File: config.mk
export PLATFORM = sky130hd
export DESIGN_NAME = fpaddsub_result_stage
export DESIGN_NICKNAME = d
export VERILOG_FILES = /design/src/rtl/fpaddsub_result_stage.sv
export SDC_FILE = /design/constraint.sdc
export NUM_CORES = 1
export LEC_CHECK = 0
export BUFFER_PORTS_ARGS = -buffer_cell sky130_fd_sc_hd__buf_4
export CAP_MARGIN = 20
export CORE_AREA = 2 2 75 149
export CTS_CLUSTER_SIZE = 25
export DETAILED_ROUTE_END_ITERATION = 7
export DIE_AREA = 0 0 77 151
export GPL_TIMING_DRIVEN = 0
export SYNTH_ARGS = -nofsm -noshare
export SYNTH_HDL_FRONTEND = slang
export SYNTH_SLANG_ARGS = --single-unit
File: constraint.sdc
create_clock -name clk -period 2.1 [get_ports clk]
set_input_delay 0.105 -clock clk [delete_from_list [all_inputs] [get_ports clk]]
set_output_delay 0.105 -clock clk [all_outputs]
set_load 0.1 [all_outputs]
File: src/rtl/fpaddsub_result_stage.sv
// Registered result stage after the FP add/sub exception stage: 2-entry skid FIFO,
// invalid-to-quiet-NaN canonicalisation, sticky status, masked irq and saturating count.
module fpaddsub_result_stage #(
    parameter int DWIDTH   = 16,
    parameter int EXPONENT = 5,
    parameter int MANTISSA = 10,
    parameter int CNT_W    = 16
) (
    input  logic              clk,
    input  logic              rst,
    input  logic              in_valid,
    output logic              in_ready,
    input  logic [DWIDTH-1:0] in_result,
    input  logic [4:0]        in_flags,
    output logic              out_valid,
    input  logic              out_ready,
    output logic [DWIDTH-1:0] out_result,
    output logic [4:0]        out_flags,
    input  logic [4:0]        flag_mask,
    input  logic              flags_clr,
    output logic [4:0]        sticky_flags,
    output logic              irq,
    output logic [CNT_W-1:0]  result_cnt
);

    localparam int FLAG_INVALID = 1;
    localparam logic [DWIDTH-1:0] QNAN = {1'b0, {EXPONENT{1'b1}}, 1'b1, {(MANTISSA-1){1'b0}}};
    localparam logic [1:0] FULL = 2'd2;

    logic [DWIDTH-1:0] data_q  [2];
    logic [4:0]        flags_q [2];
    logic              wr_ptr;
    logic              rd_ptr;
    logic [1:0]        count;

    logic              push;
    logic              pop;
    logic [DWIDTH-1:0] store_result;
    logic [4:0]        sticky_next;
    logic [CNT_W-1:0]  cnt_next;

    // Ready depends only on registered occupancy, so no combinational path from out_ready.
    always_comb begin
        in_ready     = ~rst & (count != FULL);
        out_valid    = ~rst & (count != 2'd0);
        push         = in_valid & in_ready;
        pop          = out_valid & out_ready;
        store_result = in_flags[FLAG_INVALID] ? QNAN : in_result;
        out_result   = '0;
        out_flags    = '0;
        if (out_valid) begin
            out_result = data_q[rd_ptr];
            out_flags  = flags_q[rd_ptr];
        end
    end

    always_comb begin
        sticky_next = sticky_flags;
        cnt_next    = result_cnt;
        if (flags_clr) begin
            // A push coinciding with the clear is counted and its flags retained.
            sticky_next = push ? in_flags : 5'd0;
            cnt_next    = push ? CNT_W'(1) : '0;
        end else if (push) begin
            sticky_next = sticky_flags | in_flags;
            if (result_cnt != {CNT_W{1'b1}}) begin
                cnt_next = result_cnt + CNT_W'(1);
            end
        end
    end

    // NOTE: sequential state uses non-blocking assignments so every register samples
    // pre-edge values regardless of statement order.
    always_ff @(posedge clk) begin
        if (rst) begin
            count        <= 2'd0;
            wr_ptr       <= 1'b0;
            rd_ptr       <= 1'b0;
            sticky_flags <= 5'd0;
            irq          <= 1'b0;
            result_cnt   <= '0;
        end else begin
            count        <= count + {1'b0, push} - {1'b0, pop};
            wr_ptr       <= wr_ptr ^ push;
            rd_ptr       <= rd_ptr ^ pop;
            sticky_flags <= sticky_next;
            irq          <= |(sticky_next & flag_mask);
            result_cnt   <= cnt_next;
        end
    end

    // NOTE: the storage array is deliberately not reset; occupancy gates every read,
    // so stale contents are never visible and the RAM stays reset-free.
    always_ff @(posedge clk) begin
        if (push) begin
            data_q[wr_ptr]  <= store_result;
            flags_q[wr_ptr] <= in_flags;
        end
    end

endmodule

==> summary.md, run 1 <==
| Metric | Value |
|---|---|
| RSZ-0062 raised after global routing | true |
| Global route hottest layer | met2 |
| R2R setup slack | -6 ps |
| Failing checks | setup timing |
| I/O pin count | 76 |
| RD Place Congestion | 0.761 |
| Cells after synthesis | 275 |
| Slew HR | 63.3% |
| Share of layout cells above drive strength 1 | 37.7% |
| Setup violators final | 13 |
| Reg clk slew, reported paths | 50 ps |
| CTS HTree Levels | 3 |
| Layout filler cell count | 1,034 |
| Worst-path fanout max | 21 |
| Worst Hold Class | input pin to flip-flop |
| GRT Util Overall | 13.6% |
| Most frequent cells after synthesis | edfxtp_1, mux2i_1, nor2_1 |
| Maximum clock frequency | 0.475 GHz |
| Largest net degree at the start of global routing | 22 |
| Yosys Warn Count | 0 |
| Via density | 4.75 |
| PwrDens | 866 nW/um^2 |
| N_diodes | 0 |
| Tmin final | 2110 ps |
| Top_reg_cell synth | edfxtp_1 |
| Status | complete, but fails checks |
| EDFF count, synth | 42 |
| Post-CTS setup buffers | 0 |
| Setup CP Type | flip-flop to flip-flop |
| LEAKAGE | 1.59 nW |
| Post-Syn Area | 3100 um^2 |
| Met3 usage | 3.04% |
| Max-cap viol count | 0 |
| Setup WS post-layout | -6.01 ps |
| Cts bufs inserted | 9 |
| Peak VDD IR | 438 uV |
| Mapped Nets | 310 |
| Library cells used by synthesis | 46 |
| PortBufs | 75 |
| Antenna-violating nets left | 0 |
| CORE AREA | 10,500 um^2 |
| Routed wire per std cell | 15.0 um |
| Root buf cell | clkbuf_16 |
| Worst Path Required | 2060 ps |
| CP arrival | 2070 ps |
| Nets | 401 |
| CTS sink cnt | 68 |
| Yosys reg bits | 68 |
| Hold WS | 50.6 ps |
| Most frequent cell after synthesis | edfxtp_1 |
| Clk buf depth | 2 |
| Final period utilization | 100% |
| Drt drc | 0 |
| Die extent in x | 77 um |
| Die area | 11,600 um^2 |
| Worst skew pair latency | 330 ps |
| Initial DRC Count | 114 |
| CTS tree | built |
| Overall Power | 3.67 mW |
| FP Rows | 53 |
| Worst Tran Pin Value | 550 ps |
| Antenna violations before repair | 0 |
| First-pass DRT Iterations | 4 |
| Setup Skew | 6.62 ps |
| Async set-reset flop share out of synthesis | 0% |
| Mean Syn Cell Area | 11.3 um^2 |
| DIE HEIGHT | 151 um |
| Hpwl dp | 5570 um |
| Vias in the first global route | 2,470 |
| Top-area cell type share of the netlist area | 40.7% |
| Post-synthesis sequential area ratio | 57.4% |
| GRT met1 Usage | 13.7% |
| First-pass GRT wire length | 12,100 um |
| Synth area leader | edfxtp_1 |
| Initial Utilization | 29.6% |
| Max-slew violation count | 0 |
| Pre-CTS setup slack | -365 ps |
| Synth top area cells | edfxtp_1, dfxtp_1, mux2i_1, nor2_1, nor2b_1 |
| Vias post-DR | 2,414 |
| Syn-to-layout area delta | 36.8% |
| Global-route track usage on met2 | 25.8% |
| Total wire length | 7600 um |
| Global route overflow | 0 |
| Crit path launch type | flip-flop |
| Crit path capture type | flip-flop |
| Final hold violations | 0 |
==> state kept, by name (all words and copies together) (netlist names) <==
name          flops
count             2
data_q           32
flags_q          10
irq               1
rd_ptr            1
result_cnt       16
sticky_flags      5
wr_ptr            1
==> timing repair <==
action                     in CTS  in global routing
hold endpoints to repair        9                  0
hold buffers                    5                  0
resized for setup               5                  2
setup endpoints to repair      62                 52
==> final cells by class <==
type                    count  area [um^2]  share of cell area [%]
flip-flops and latches     68         1790                    42.3
multi-input cells         186         1280                    30.2
repair buffers             80          613                    14.4
clock buffers              11          233                    5.48
well taps                 137          171                    4.04
plain buffers              13         66.3                    1.56
clock inverters             5         52.6                    1.24
inverters                   8         30.0                   0.708
==> through the flow <==
stage               cell area (um^2)  setup TNS (ps)  util, %  cells
floorplan                       3160               0        -    275
global placement                3900          -14450     37.2    487
detailed placement              3900          -15140     37.2    487
CTS                             4240           -1790     40.5    508
global route                    4240           -5660     40.5    508
finish                          4240           -53.7     40.5    508
==> worst max-delay path: stages (launching register included) <==
cell     delay, ps
dfxtp_1        400
or2b_1         220
nand2_2        150
inv_1          100
buf_2          260
ha_2           600
==> kinds of logic (layout without fill, tap and decap cells) <==
logic type	count (synthesis)	after routing	synth area share, %
AND/OR/NAND/NOR	116	116	20.1
adder cells (fa/ha/maj)	4	4	1.61
flip-flops	68	68	57.4
multiplexers	30	30	9.68
AO/OA/AOI/OAI	33	33	7.34
XOR/XNOR	3	3	0.847
buffers and inverters	21	117	2.94
==> final timing paths <==
path	start	end	cells after the start
max reg2reg	count[0]	data_q[0][7]	5
min	in_result[11]	data_q[1][11]	2
min reg2reg	result_cnt[1]	result_cnt[1]	2
max	count[0]	data_q[0][7]	5
==> placed cells by master (no fill, tap or decap), drive strengths merged, types with 3 or more instances in the layout <==
master / instances
buf: 77
edfxtp: 42
mux2i: 30
nor2: 30
dfxtp: 26
nand2: 22
clkbuf: 22
nor2b: 13
inv: 8
or2: 8
a21oi: 8
nand4: 8
or3: 7
nand3: 6
a211oi: 5
dlygate4sd3: 5
and3: 4
o21ai: 4
ha: 4
clkinv: 4
nor4: 3
nand2b: 3
a31oi: 3
a22oi: 3
and4: 3
==> where the power goes <==
group          internal [mW]  switching [mW]
combinational          0.196           0.531
clock                  0.913           0.533
sequential              1.48          0.0232
total                   2.59            1.09
==> per-layer routing <==
metal / share of wire, % / vias up
met4: 2.1 / 0
met1: 38 / 1156
met5: 0 / -
met2: 56 / 57
met3: 4.2 / 10
li1: - / 1191
Note: power is estimated with default switching activity, not from simulation.
==> run 2, diff against run 1 <==
--- a/config.mk
+++ b/config.mk
@@ -11,7 +11,6 @@
 export CTS_CLUSTER_SIZE = 25
 export DETAILED_ROUTE_END_ITERATION = 7
 export DIE_AREA = 0 0 77 151
-export GPL_TIMING_DRIVEN = 0
 export SYNTH_ARGS = -nofsm -noshare
 export SYNTH_HDL_FRONTEND = slang
 export SYNTH_SLANG_ARGS = --single-unit
==> run 2 against run 1 <==
  * The flow now finishes without violations
  * Total power decreased by 2.2%
  * Sequential share of layout area decreased by 0.19 points
  * Fmax increased by 9.7%
  * Sequential cell count unchanged
  * Sequential power about the same
  * Critical path depth unchanged
  * Final area increased by 0.44%
  * Clock skew about the same
  * Via count increased by 0.21%
  * Wire length increased by 1.5%
  * Critical path type unchanged
  * Critical endpoint is now data_q[0][3]
==> summary.md, run 2 (same netlist as run 1, synthesis figures left out) <==
| Metric | Value |
|---|---|
| Cells after DPL | 483 (-0.82%) |
| Drt drc | 0 (unchanged) |
| Final core occ | 40.7% (+0.18 points) |
| Crit path capture type | flip-flop |
| Post-Layout Cell Count | 504 (-0.79%) |
| GRT Util Overall | 13.8% (+0.21 points) |
| Final hold violations | 0 (unchanged) |
| Worst Path Required | 2130 ps (+70 ps) |
| Tmin final | 1920 ps (-186 ps) |
| Syn-to-layout area delta | 37.4% |
| Nets | 397 (-1.0%) |
| Worst Hold Class | input pin to flip-flop |
| Worst skew pair latency | 330 ps (about the same) |
| DIE HEIGHT | 151 um (unchanged) |
| Hold WS | 61.9 ps (+11.2 ps) |
| I/O pin count | 76 (unchanged) |
| First-pass GRT wire length | 12,200 um (+0.57%) |
| Slew HR | 67.9% (+4.6 points) |
| Setup Skew | 6.33 ps (-0.283 ps) |
| Registers with the most flip-flops | data_q (32), result_cnt (16), flags_q (10) |
| CORE AREA | 10,500 um^2 (unchanged) |
| Max-cap viol count | 0 (unchanged) |
| FP Rows | 53 (unchanged) |
| Routed wire per std cell | 15.3 um (+2.3%) |
| Total wire length | 7720 um (+1.5%) |
| Max reg flops | 32 (unchanged) |
| Setup WS post-layout | 180 ps (+186 ps) |
| PwrDens | 843 nW/um^2 (-2.6%) |
| Largest net degree at the start of global routing | 22 (unchanged) |
| Setup CP Type | flip-flop to flip-flop |
| Setup violators final | 0 (-13) |
| Reg clk slew, reported paths | 50 ps (about the same) |
| Antenna violations before repair | 0 (unchanged) |
| Post-Layout Inst Area | 4260 um^2 (+0.44%) |
| LEAKAGE | 1.59 nW (-0.27%) |
| Clk buf depth | 2 (unchanged) |
| Root buf cell | clkbuf_16 |
| Global route overflow | 0 (unchanged) |
| Largest stage delay, worst path | 420 ps (-180 ps) |
| RSZ-0062 raised after global routing | false |
| Final period utilization | 91.4% (-8.9 points) |
| PortBufs | 75 (unchanged) |
| Status | complete, no violations |
| Overall Power | 3.59 mW (-2.2%) |
| Commonest non-fill, non-tap cell in the layout | buf_4 |
| Via density | 4.80 (+1.0%) |
| Pre-CTS setup slack | 190 ps (+555 ps) |
| Die area | 11,600 um^2 (unchanged) |
| Die extent in x | 77 um (unchanged) |
| Most frequent cells in the layout | buf_4, edfxtp_1, mux2i_1 |
| Cts bufs inserted | 9 (unchanged) |
| Crit path launch type | flip-flop |
| First-pass DRT Iterations | 4 (unchanged) |
| Post-CTS sizing | 0 (-5) |
| Post-CTS setup buffers | 0 (unchanged) |
| Max-slew violation count | 0 (unchanged) |
| Crit path max-delay family | buffers and inverters |
| CTS HTree Levels | 3 (unchanged) |
| Vias post-DR | 2,419 (+0.21%) |
| Worst-path fanout max | 21 (unchanged) |
| Setup TNS | 0 ps (+53.7 ps) |
| CTS tree | built |
| Maximum clock frequency | 0.521 GHz (+9.7%) |
| Initial DRC Count | 119 (+4.4%) |
| Critical path, cell by cell | or2b_1 -> nand2_2 -> inv_1 -> ha_1 -> buf_12 |
| CP arrival | 1950 ps (-120 ps) |
| CTS sink cnt | 68 (unchanged) |
| Slowest stage cell, crit path | dfxtp_1 |
| RD Place Congestion | 0.838 (+10%) |
| Worst Tran Pin Value | 477 ps (-73.5 ps) |
| Hpwl dp | 5660 um (+1.6%) |
| Initial Utilization | 29.6% (unchanged) |
| Reg with most FFs | data_q |
| Antenna-violating nets left | 0 (unchanged) |
| N_diodes | 0 (unchanged) |
| Critical path buffers and inverters | 2 (unchanged) |
| Vias in the first global route | 2,449 (-0.85%) |
| Placed instance area | 3930 um^2 (+0.90%) |
| Peak VDD IR | 512 uV (+17%) |
| Share of layout cells above drive strength 1 | 39.2% (+1.5 points) |
==> run 2: cell types whose count changed in the layout (fill, tap and decap cells not counted), sizes merged <==
cell | previous run | this run
clkinv | 4 | 3
clkinvlp | 0 | 4
buf | 77 | 84
clkbuf | 22 | 9
bufinv | 1 | 0
==> run 2: where the power goes <==
| part | switching (mW) | leakage (nW) | total (mW) | internal [mW] |
|---|---|---|---|---|
| Clock | 0.555 | 0.124 | 1.35 | 0.799 |
| Sequential | 0.0250 | 0.601 | 1.50 | 1.48 |
| Combinational | 0.533 | 0.862 | 0.736 | 0.203 |
| Total | 1.11 | 1.59 | 3.59 | 2.48 |
==> run 2: cell type report <==
cell class,instances,area (um^2)
well taps,137,171
inverters,8,30.0
repair buffers,89,706
fillers,1068,6210
multi-input cells,186,1280
clock buffers,9,225
flip-flops and latches,68,1790
clock inverters,7,53.8
==> run 2: layer usage <==
metal | GRT usage, % | vias up | wire [um]
li1 | - | 1180 | -
met1 | 13.5 | 1169 | 2880
met2 | 26.5 | 60 | 4410
met3 | 3.10 | 10 | 271
met4 | 7.23 | 0 | 162
met5 | 0 | - | 0
==> run 2: path summary, 6_finish.rpt <==
| path | from | end | slack, ps | cells after the start |
|---|---|---|---|---|
| worst max-delay path | count[0] | data_q[0][3] | 180 | 5 |
| worst max register to register | count[0] | data_q[0][3] | 180 | 5 |
| worst min-delay path | in_result[11] | data_q[1][11] | 60 | 2 |
| worst min register to register | result_cnt[1] | result_cnt[1] | 480 | 2 |
==> run 2: repair_timing <==
| item | in CTS | in global routing |
|---|---|---|
| hold endpoints to repair | 9 | 0 |
| hold buffers | 5 | 0 |
| endpoints found under the setup margin | 0 | 0 |
